**config.mk**
```make
export PLATFORM = sky130hd
export DESIGN_NAME = vec_mul_sequencer_flat
export DESIGN_NICKNAME = d
export VERILOG_FILES = /design/src/rtl/vpu_pkg.sv /design/src/rtl/vec_mul_sequencer_if.sv /design/src/rtl/vec_mul_sequencer_mult.sv /design/src/rtl/vec_mul_sequencer.sv /design/src/flat_wrapper.sv
export SDC_FILE = /design/constraint.sdc
export NUM_CORES = 1
export LEC_CHECK = 0
export BUFFER_PORTS_ARGS = -buffer_cell sky130_fd_sc_hd__buf_2
export CAP_MARGIN = 20
export CELL_PAD_IN_SITES_DETAIL_PLACEMENT = 1
export CELL_PAD_IN_SITES_GLOBAL_PLACEMENT = 2
export CORE_MARGIN = 4
export CORE_UTILIZATION = 25
export DETAILED_ROUTE_END_ITERATION = 7
export HOLD_SLACK_MARGIN = 0.15
export PLACE_DENSITY = 0.62
export SYNTH_ARGS = -nofsm -noshare
export SYNTH_HDL_FRONTEND = slang
export SYNTH_SLANG_ARGS = --single-unit
```
**constraint.sdc**
```tcl
create_clock -name clk -period 9.15 [get_ports clk]
set_clock_uncertainty 0.2 [all_clocks]
set_input_delay 1.3725 -clock clk [delete_from_list [all_inputs] [get_ports clk]]
set_output_delay 1.3725 -clock clk [all_outputs]
set_load 0.01 [all_outputs]
```
**src/rtl/vpu_pkg.sv**
```systemverilog
// Shared vector-unit constants, FSM encoding and vlen clamp helper.
package vpu_pkg;

    localparam int VEC_LANES = 8;
    localparam int ELEM_W    = 8;
    localparam int VLEN_W    = 4;
    localparam int VEC_W     = 64;

    localparam logic MODE_ELEM = 1'b0;
    localparam logic MODE_DOT  = 1'b1;

    localparam logic [1:0] ST_IDLE = 2'd0;
    localparam logic [1:0] ST_RUN  = 2'd1;
    localparam logic [1:0] ST_DONE = 2'd2;

    // Requests longer than the lane count process every lane.
    function automatic logic [VLEN_W-1:0] clamp_vlen(input logic [VLEN_W-1:0] v);
        return (v > VLEN_W'(VEC_LANES)) ? VLEN_W'(VEC_LANES) : v;
    endfunction

endpackage

```
**src/rtl/vec_mul_sequencer_if.sv**
```systemverilog
// Request/result handshake bundle for vec_mul_sequencer.
interface vec_mul_sequencer_if;
    import vpu_pkg::*;

    logic              start_valid;
    logic              start_ready;
    logic [VEC_W-1:0]  op_a;
    logic [VEC_W-1:0]  op_b;
    logic [VLEN_W-1:0] vlen;
    logic              mode;
    logic              res_valid;
    logic              res_ready;
    logic [VEC_W-1:0]  result;
    logic              busy;

    modport master (
        output start_valid, op_a, op_b, vlen, mode, res_ready,
        input  start_ready, res_valid, result, busy
    );

    modport slave (
        input  start_valid, op_a, op_b, vlen, mode, res_ready,
        output start_ready, res_valid, result, busy
    );

endinterface

```
**src/rtl/vec_mul_sequencer_mult.sv**
```systemverilog
// Signed 8x8 multiplier keeping only the upper byte of the 16-bit product.
module truncated_multiplier_8bit
    import vpu_pkg::*;
(
    input  logic [ELEM_W-1:0] a,
    input  logic [ELEM_W-1:0] b,
    output logic [ELEM_W-1:0] p
);

    logic signed [2*ELEM_W-1:0] full;

    always_comb begin
        full = $signed(a) * $signed(b);
        p    = full[2*ELEM_W-1:ELEM_W];
    end

endmodule

```
**src/rtl/vec_mul_sequencer.sv**
```systemverilog
// Sequences one shared truncating multiplier across up to eight byte lanes,
// producing either a packed element-wise product or a byte dot-accumulate.
module vec_mul_sequencer
    import vpu_pkg::*;
(
    input  logic               clk,
    input  logic               rst_n,
    vec_mul_sequencer_if.slave bus
);

    logic [1:0]        state;
    logic [2:0]        idx;
    logic [VLEN_W-1:0] len_r;
    logic              mode_r;
    logic [VEC_W-1:0]  a_r;
    logic [VEC_W-1:0]  b_r;
    logic [VEC_W-1:0]  result_r;
    logic [ELEM_W-1:0] elem_a;
    logic [ELEM_W-1:0] elem_b;
    logic [ELEM_W-1:0] prod_hi;
    logic [VLEN_W-1:0] vlen_c;

    always_comb begin
        elem_a = a_r[{idx, 3'b000} +: ELEM_W];
        elem_b = b_r[{idx, 3'b000} +: ELEM_W];
        vlen_c = clamp_vlen(bus.vlen);
    end

    truncated_multiplier_8bit u_mult (
        .a (elem_a),
        .b (elem_b),
        .p (prod_hi)
    );

    always_ff @(posedge clk or negedge rst_n) begin
        if (!rst_n) begin
            state    <= ST_IDLE;
            idx      <= '0;
            len_r    <= '0;
            mode_r   <= MODE_ELEM;
            a_r      <= '0;
            b_r      <= '0;
            result_r <= '0;
        end else begin
            case (state)
                ST_IDLE: begin
                    if (bus.start_valid) begin
                        a_r      <= bus.op_a;
                        b_r      <= bus.op_b;
                        len_r    <= vlen_c;
                        mode_r   <= bus.mode;
                        idx      <= '0;
                        result_r <= '0;
                        state    <= (vlen_c == '0) ? ST_DONE : ST_RUN;
                    end
                end
                ST_RUN: begin
                    // Untouched bytes stay zero because the accept cleared them.
                    if (mode_r == MODE_DOT)
                        result_r[ELEM_W-1:0] <= result_r[ELEM_W-1:0] + prod_hi;
                    else
                        result_r[{idx, 3'b000} +: ELEM_W] <= prod_hi;
                    idx <= idx + 3'd1;
                    if ({1'b0, idx} == len_r - 4'd1)
                        state <= ST_DONE;
                end
                ST_DONE: begin
                    if (bus.res_ready)
                        state <= ST_IDLE;
                end
                default: state <= ST_IDLE;
            endcase
        end
    end

    always_comb begin
        bus.start_ready = (state == ST_IDLE);
        bus.busy        = (state != ST_IDLE);
        bus.res_valid   = (state == ST_DONE);
        bus.result      = result_r;
    end

endmodule

```
**src/flat_wrapper.sv**
```systemverilog
// flat-port wrapper written by rule: the top's interface ports become plain ports
module vec_mul_sequencer_flat import vpu_pkg::*;
  (clk, rst_n, bus_start_valid, bus_op_a, bus_op_b, bus_vlen, bus_mode, bus_res_ready, bus_start_ready, bus_res_valid, bus_result, bus_busy);
  vec_mul_sequencer_if bus_i ();
  input  logic clk;
  input  logic rst_n;
  input wire logic [$bits(bus_i.start_valid)-1:0] bus_start_valid;
  input wire logic [$bits(bus_i.op_a)-1:0] bus_op_a;
  input wire logic [$bits(bus_i.op_b)-1:0] bus_op_b;
  input wire logic [$bits(bus_i.vlen)-1:0] bus_vlen;
  input wire logic [$bits(bus_i.mode)-1:0] bus_mode;
  input wire logic [$bits(bus_i.res_ready)-1:0] bus_res_ready;
  output wire logic [$bits(bus_i.start_ready)-1:0] bus_start_ready;
  output wire logic [$bits(bus_i.res_valid)-1:0] bus_res_valid;
  output wire logic [$bits(bus_i.result)-1:0] bus_result;
  output wire logic [$bits(bus_i.busy)-1:0] bus_busy;
  assign bus_i.start_valid = bus_start_valid;
  assign bus_i.op_a = bus_op_a;
  assign bus_i.op_b = bus_op_b;
  assign bus_i.vlen = bus_vlen;
  assign bus_i.mode = bus_mode;
  assign bus_i.res_ready = bus_res_ready;
  assign bus_start_ready = bus_i.start_ready;
  assign bus_res_valid = bus_i.res_valid;
  assign bus_result = bus_i.result;
  assign bus_busy = bus_i.busy;
  vec_mul_sequencer u_core (.clk(clk), .rst_n(rst_n), .bus(bus_i));
endmodule
```
# After elaboration in Yosys (flattened, before gate mapping)

Cells that the tools add are included.

Output and inout port bits: 67
Bits of input ports: 137
Word-level logic and storage cells: 46
Flip-flop bits (word level): 202

Magnitude comparators: 1
Add/subtract/negate cells: 4
Eq/ne operators: 7
Shift operators: 4
Mux-type cells: 13
Reduce and logical (&&, ||, !) cells: 8
$mul: 1

Operators with widths:

| operator                                             | count |
|---|---|
| one-hot mux 64 bit (2 select lines)                  | 1 |
| variable part select 64 x 7 -> 8 bit                 | 2 |
| bitwise mux 64 bit                                   | 1 |
| 2-to-1 mux 64 bit                                    | 1 |
| variable shift 8 x 8 -> 64 bit, first input constant | 1 |
| variable part select 8 x 8 -> 64 bit                 | 1 |
| 2-to-1 mux 56 bit                                    | 1 |
| multiplier 8 x 8 -> 16 bit                           | 1 |
| adder 8 bit                                          | 1 |
| 2-to-1 mux 2 bit                                     | 4 |
| 2-to-1 mux 8 bit                                     | 1 |
| negation 6 -> 8 bit                                  | 1 |
| inequality test 2 bit, second input constant         | 3 |
| one-hot mux 2 bit (3 select lines)                   | 1 |
| one-hot mux 3 bit (2 select lines)                   | 1 |
| AND reduction 3 bit                                  | 2 |
| == test 3 x 4 -> 1 bit                               | 1 |
| > comparator 4 bit, second input constant            | 1 |
| logical NOT 4 bit                                    | 1 |
| 2-to-1 mux 4 bit                                     | 1 |
| AND reduction 2 bit                                  | 2 |
| nonzero test 2 bit                                   | 2 |
| subtractor 4 x 1 -> 4 bit, second input constant     | 1 |
| adder 3 x 1 -> 3 bit, second input constant          | 1 |
| other kinds (5)                                      | 5 |

# Logic depth before layout (Yosys ltp)

Depth after elaboration: 6
Depth in mapped cells: 30
Gate-level depth less buffers: 28

# Modules after synthesis

Synthesis repeated with hierarchy kept, for this count alone.

Cells, all modules: 1298
Area total of the unflattened synthesis: 11847.6 um^2

By module, submodules not included:

| module                    | area each (um^2) | instances | sequential area each (um^2) | cells each |
|---|---|---|---|---|
| vec_mul_sequencer         | 9517.9           | 1         | 5054.8                      | 1044 |
| truncated_multiplier_8bit | 2329.7           | 1         | 0.0                         | 254 |

# Least setup slack after synthesis

Ideal clock, no wire load.

Kind: reg2reg
Start point: register u_core.idx[0]
End point: register u_core.result_r[7], in the netlist u_core.bus.result[7]
Library setup time: 0.126 ns
Required time: 8.824 ns
Data arrival time: 6.873 ns
Slack: 1.951 ns
Clock period less this slack: 7.199 ns
Path buffers: 2
Cell stages (with the launch flop): 27
Cell sequence: dfrtp_1 > buf_2 > buf_4 > mux4_2 > mux2i_1 > nor2_1 > ha_1 > inv_1 > fa_1 > inv_1 > fa_1 > inv_1 > fa_1 > inv_1 > ha_1 > nand3_2 > nor3_1 > a21oi_1 > nor2b_1 > xnor2_1 > ha_1 > a21oi_1 > o221ai_1 > o41ai_1 > xnor2_1 > xnor3_1 > a221o_1

Cells in the longest elaborated chain, start to end: 6
Elaborated cells on any way between the ends: 10
Those cells by class: 2 x add/sub; 1 x mul; 4 x shift; 3 x mux

Ends and longest elaborated chain:

| item                                                               | line                    | text |
|---|---|---|
| start: declaration                                                 | vec_mul_sequencer.sv:12 | `logic [2:0] idx;` |
| start signal: assignment                                           | vec_mul_sequencer.sv:63 | `idx <= idx + 3'd1;` |
| branches (longest 4 deep; another with multiplier 8 x 8 -> 16 bit) | --                      |  |
| 2-to-1 mux 8 bit *                                                 | vec_mul_sequencer.sv:59 | `if (mode_r == MODE_DOT)` |
| one-hot mux 64 bit (2 select lines) *                              | vec_mul_sequencer.sv:45 | `case (state)` |
| end signal: indexed assignment                                     | vec_mul_sequencer.sv:60 | `result_r[ELEM_W-1:0] <= result_r[ELEM_W-1:0] + prod_hi;` |
| end signal: indexed assignment                                     | vec_mul_sequencer.sv:62 | `result_r[{idx, 3'b000} +: ELEM_W] <= prod_hi;` |
| end: declaration                                                   | vec_mul_sequencer.sv:17 | `logic [VEC_W-1:0] result_r;` |

Mark *: on every way between the ends.
A chain may end at the register's enable or synchronous reset.

# Final worst setup path

Same ends and word-level chain as after synthesis.

==> flow_results.xml <==
<?xml version="1.0" encoding="UTF-8"?>
<metrics>
  <group name="outcome">
    <metric name="outcome" unit="">finished clean</metric>
  </group>
  <group name="timing">
    <metric name="whs" unit="ps">269.9</metric>
    <metric name="setup-tns-final" unit="ps">0</metric>
    <metric name="slew_headroom" unit="">0.2941</metric>
    <metric name="rsz_0062_raised_after_global_routing" unit="">no</metric>
    <metric name="timing_worst_slew_pin_value" unit="ps">1051</metric>
    <metric name="drv_slew" unit="">0</metric>
    <metric name="maximum_clock_frequency" unit="MHz">123.6</metric>
    <metric name="layout_worst_path_cycle_share" unit="">0.8845</metric>
    <metric name="final_worst_path_period_need" unit="ps">8093</metric>
    <metric name="hold_viol_final" unit="">0</metric>
    <metric name="final_number_of_setup_violating_endpoints" unit="">0</metric>
  </group>
  <group name="clocking">
    <metric name="insertion_delay_of_the_later_clocked_pin_in_the_worst_skew_pair" unit="ps">550</metric>
    <metric name="cts_max_level" unit="">1</metric>
    <metric name="cts_hold_buf" unit="">0</metric>
    <metric name="clock_sinks" unit="">202</metric>
    <metric name="cts-resized-gates" unit="">0</metric>
    <metric name="tritoncts_clock_tree" unit="">built</metric>
    <metric name="post-cts-setup-buffers" unit="">0</metric>
    <metric name="ctsRootBufferMaster" unit="">clkbuf_16</metric>
    <metric name="numCtsBuffers" unit="">25</metric>
    <metric name="cts_buffer_depth" unit="">3</metric>
    <metric name="cts.clk_slew.worst_paths" unit="ps">60</metric>
  </group>
  <group name="worst_setup_path">
    <metric name="worst_path_max_delay_cell" unit="">dfrtp_2</metric>
    <metric name="end_kind" unit="">flip-flop</metric>
    <metric name="cp_cell_sequence" unit="">mux4_2, mux2i_1, nor2_1, fa_1, inv_1, fa_1, inv_1, fa_1, fa_1, ha_1, inv_1, o21bai_1, a211o_2, a31o_2, xor2_2, ha_1, inv_1, o221ai_1, o41ai_1, xnor2_1, xnor3_1, a221o_1</metric>
    <metric name="critical_path_arrival" unit="ps">8320</metric>
    <metric name="timing.critical_path.slowest_cell_delay" unit="ps">890</metric>
    <metric name="timing.critical_path.fanout_max" unit="">22</metric>
    <metric name="worst_ep_required_time" unit="ps">9380</metric>
    <metric name="cp.buffers_inverters" unit="">4</metric>
    <metric name="start_kind" unit="">flip-flop</metric>
    <metric name="timing.setup.critical_path_class" unit="">reg2reg</metric>
    <metric name="critical-path-top-delay-family" unit="">adder cells</metric>
  </group>
  <group name="grt">
    <metric name="grt_pass1_wl" unit="mm">56.99</metric>
    <metric name="global_route.overflow_total" unit="">0</metric>
    <metric name="antenna_found_initial" unit="">0</metric>
    <metric name="grt_max_degree" unit="">100</metric>
    <metric name="grt_pass1_vias" unit="">10020</metric>
    <metric name="global_route.usage.total" unit="">0.1426</metric>
  </group>
  <group name="routing">
    <metric name="detail_route.first_pass.iterations" unit="">4</metric>
    <metric name="avgViaCountPerCell" unit="">4.439</metric>
    <metric name="drc_errors" unit="">0</metric>
    <metric name="first_iter_violations" unit="">418</metric>
    <metric name="routed_wire_length_per_instance" unit="um">17.69</metric>
    <metric name="wirelength" unit="mm">35.03</metric>
    <metric name="antenna_violating_nets_remaining" unit="">0</metric>
    <metric name="route.vias.total" unit="">8790</metric>
  </group>
  <group name="logic_synthesis">
    <metric name="seq_area_frac_synth" unit="">0.4461</metric>
    <metric name="syn_area_per_cell" unit="um^2">9.718</metric>
    <metric name="fraction_of_registers_with_async_set_or_reset_after_synthesis" unit="">1.000</metric>
    <metric name="synth_top_area_frac" unit="">0.4461</metric>
    <metric name="post_synth_inst_count" unit="">1166</metric>
    <metric name="synth_edf_count" unit="">0</metric>
    <metric name="count_of_unique_library_cells_instantiated_by_yosys" unit="">54</metric>
    <metric name="ys.flop_type" unit="">dfrtp_1</metric>
    <metric name="synth-seq-cells" unit="">202</metric>
    <metric name="syn-cell-area" unit="um^2">11330</metric>
    <metric name="synth-warning-count" unit="">0</metric>
    <metric name="synthDominantAreaCellType" unit="">dfrtp_1</metric>
    <metric name="synth_nets" unit="">1395</metric>
    <metric name="synthTopCellsByArea" unit="">dfrtp_1 45%, nand2_1 14%, fa_1 9.5%</metric>
  </group>
  <group name="finish">
    <metric name="final_nets" unit="">1599</metric>
    <metric name="inserted_diodes" unit="">0</metric>
    <metric name="register_area" unit="um^2">5057</metric>
    <metric name="layout_common_cells" unit="">430 x nand2_1, 202 x buf_2, 200 x dfrtp_1, 77 x inv_1, 54 x fa_1</metric>
    <metric name="final_layout_size_suffix_gt1_frac" unit="">0.2284</metric>
    <metric name="final_common_cell" unit="">nand2_1</metric>
    <metric name="multi_input_comb_area" unit="um^2">5812</metric>
    <metric name="area_delta_synth_final" unit="%">22.72</metric>
    <metric name="final.fill_count" unit="">5187</metric>
    <metric name="stdcell_area" unit="um^2">13910</metric>
  </group>
  <group name="hold_path">
    <metric name="worst_hold_path_type" unit="">reg2reg</metric>
  </group>
  <group name="floorplanning">
    <metric name="width_of_the_chip" unit="um">220.9</metric>
    <metric name="io-pin-count" unit="">204</metric>
    <metric name="initial_core_util" unit="">0.2546</metric>
    <metric name="rows" unit="">77</metric>
    <metric name="coreArea" unit="um^2">44510</metric>
    <metric name="area_enclosed_by_the_die_boundary" unit="um^2">48790</metric>
    <metric name="die_y" unit="um">220.9</metric>
  </group>
  <group name="run">
    <metric name="cap_violations" unit="">0</metric>
  </group>
  <group name="placement">
    <metric name="placed_area" unit="um^2">13070</metric>
    <metric name="finalWeightedCongestion" unit="">0.7888</metric>
    <metric name="dp_hpwl" unit="mm">26.17</metric>
    <metric name="port-buffer-count" unit="">203</metric>
  </group>
</metrics>
worst min-delay path, stage by stage (launching register included):
cell and delay, ps:
dfrtp_1 330, nand2_1 50, nand2_1 60
synthesized netlist by cell type, drive strengths merged (2+ instances only):
cell type and number:
a21oi 18, buf 9, xnor2 17, o21a 2
mux2i 16, o21bai 2, o31ai 5, or2 9
nor3 11, dfrtp 202, or3 7, nand4 2
mux4 32, nor2b 12, a221o 4, ha 38
nand2 431, fa 54, clkbuf 36, and2 4
o21ai 33, nor4 2, a21o 2, inv 79
nand3b 3, nor2 54, nand2b 12, nand3 8
a22o 42, nor3b 2, xor2 3, o221ai 2
registers in the layout (all words and copies together) (netlist names):
signal,count
u_core.a_r,64
u_core.b_r,64
u_core.bus.result,64
u_core.len_r,4
u_core.idx,3
u_core.state,2
u_core.mode_r,1
per-stage QoR:
stage | setup WS, ps | util | cells
5_1_grt | 541.6 | 0.3124 | 1980
6_report | 1057 | 0.3124 | 1980
3_3_place_gp | 1128 | 0.2936 | 1934
4_1_cts | 958.6 | 0.3118 | 1979
3_5_place_dp | 966.7 | 0.2936 | 1934
2_1_floorplan | 1951 | - | 1166
cells by family (layout without fill, tap and decap cells):
logic type                 count (synthesis)  after routing  synth area share
and+or+nand+nor                          558            558            0.2014
xor gates and xnor gates                  21             21           0.01811
adders and majority gates                 92             92            0.1374
buffers and inverters                    124            346           0.04185
AOI/OAI and AO/OA                        121            121           0.07741
DFF                                      202            202            0.4461
muxes                                     48             48           0.07774
area by class of cell:
cell class	count	area share
Inverter	79	0.02132
Timing Repair Buffer	222	0.08548
Tap cell	592	0.05327
Clock inverter	9	0.006748
Multi-Input combinational cell	840	0.4179
Clock buffer	36	0.05156
Sequential cell	202	0.3637
path summary, 6_finish.rpt:
path,from,to,depth (start not counted),slack (ps)
max,u_core.idx[0],u_core.bus.result[7],22,1060
min,u_core.b_r[52],u_core.b_r[52],2,270
max reg2reg,u_core.idx[0],u_core.bus.result[7],22,1060
min in group asynchronous,rst_n,u_core.bus.result[6],1,540
min reg2reg,u_core.b_r[52],u_core.b_r[52],2,270
max in group asynchronous,rst_n,u_core.b_r[27],2,6860
metal layers:
metal  wire (um)  track usage  vias up
met5           0            0        -
met4         592      0.02698        0
met3        1355      0.02279       39
met2       15770       0.2302      166
met1       17310       0.2055     4358
li1            -            -     4227
Power is left out: the tool's default activity adds up to more than one toggle a clock period on the data nets, which glitch-free logic cannot reach.
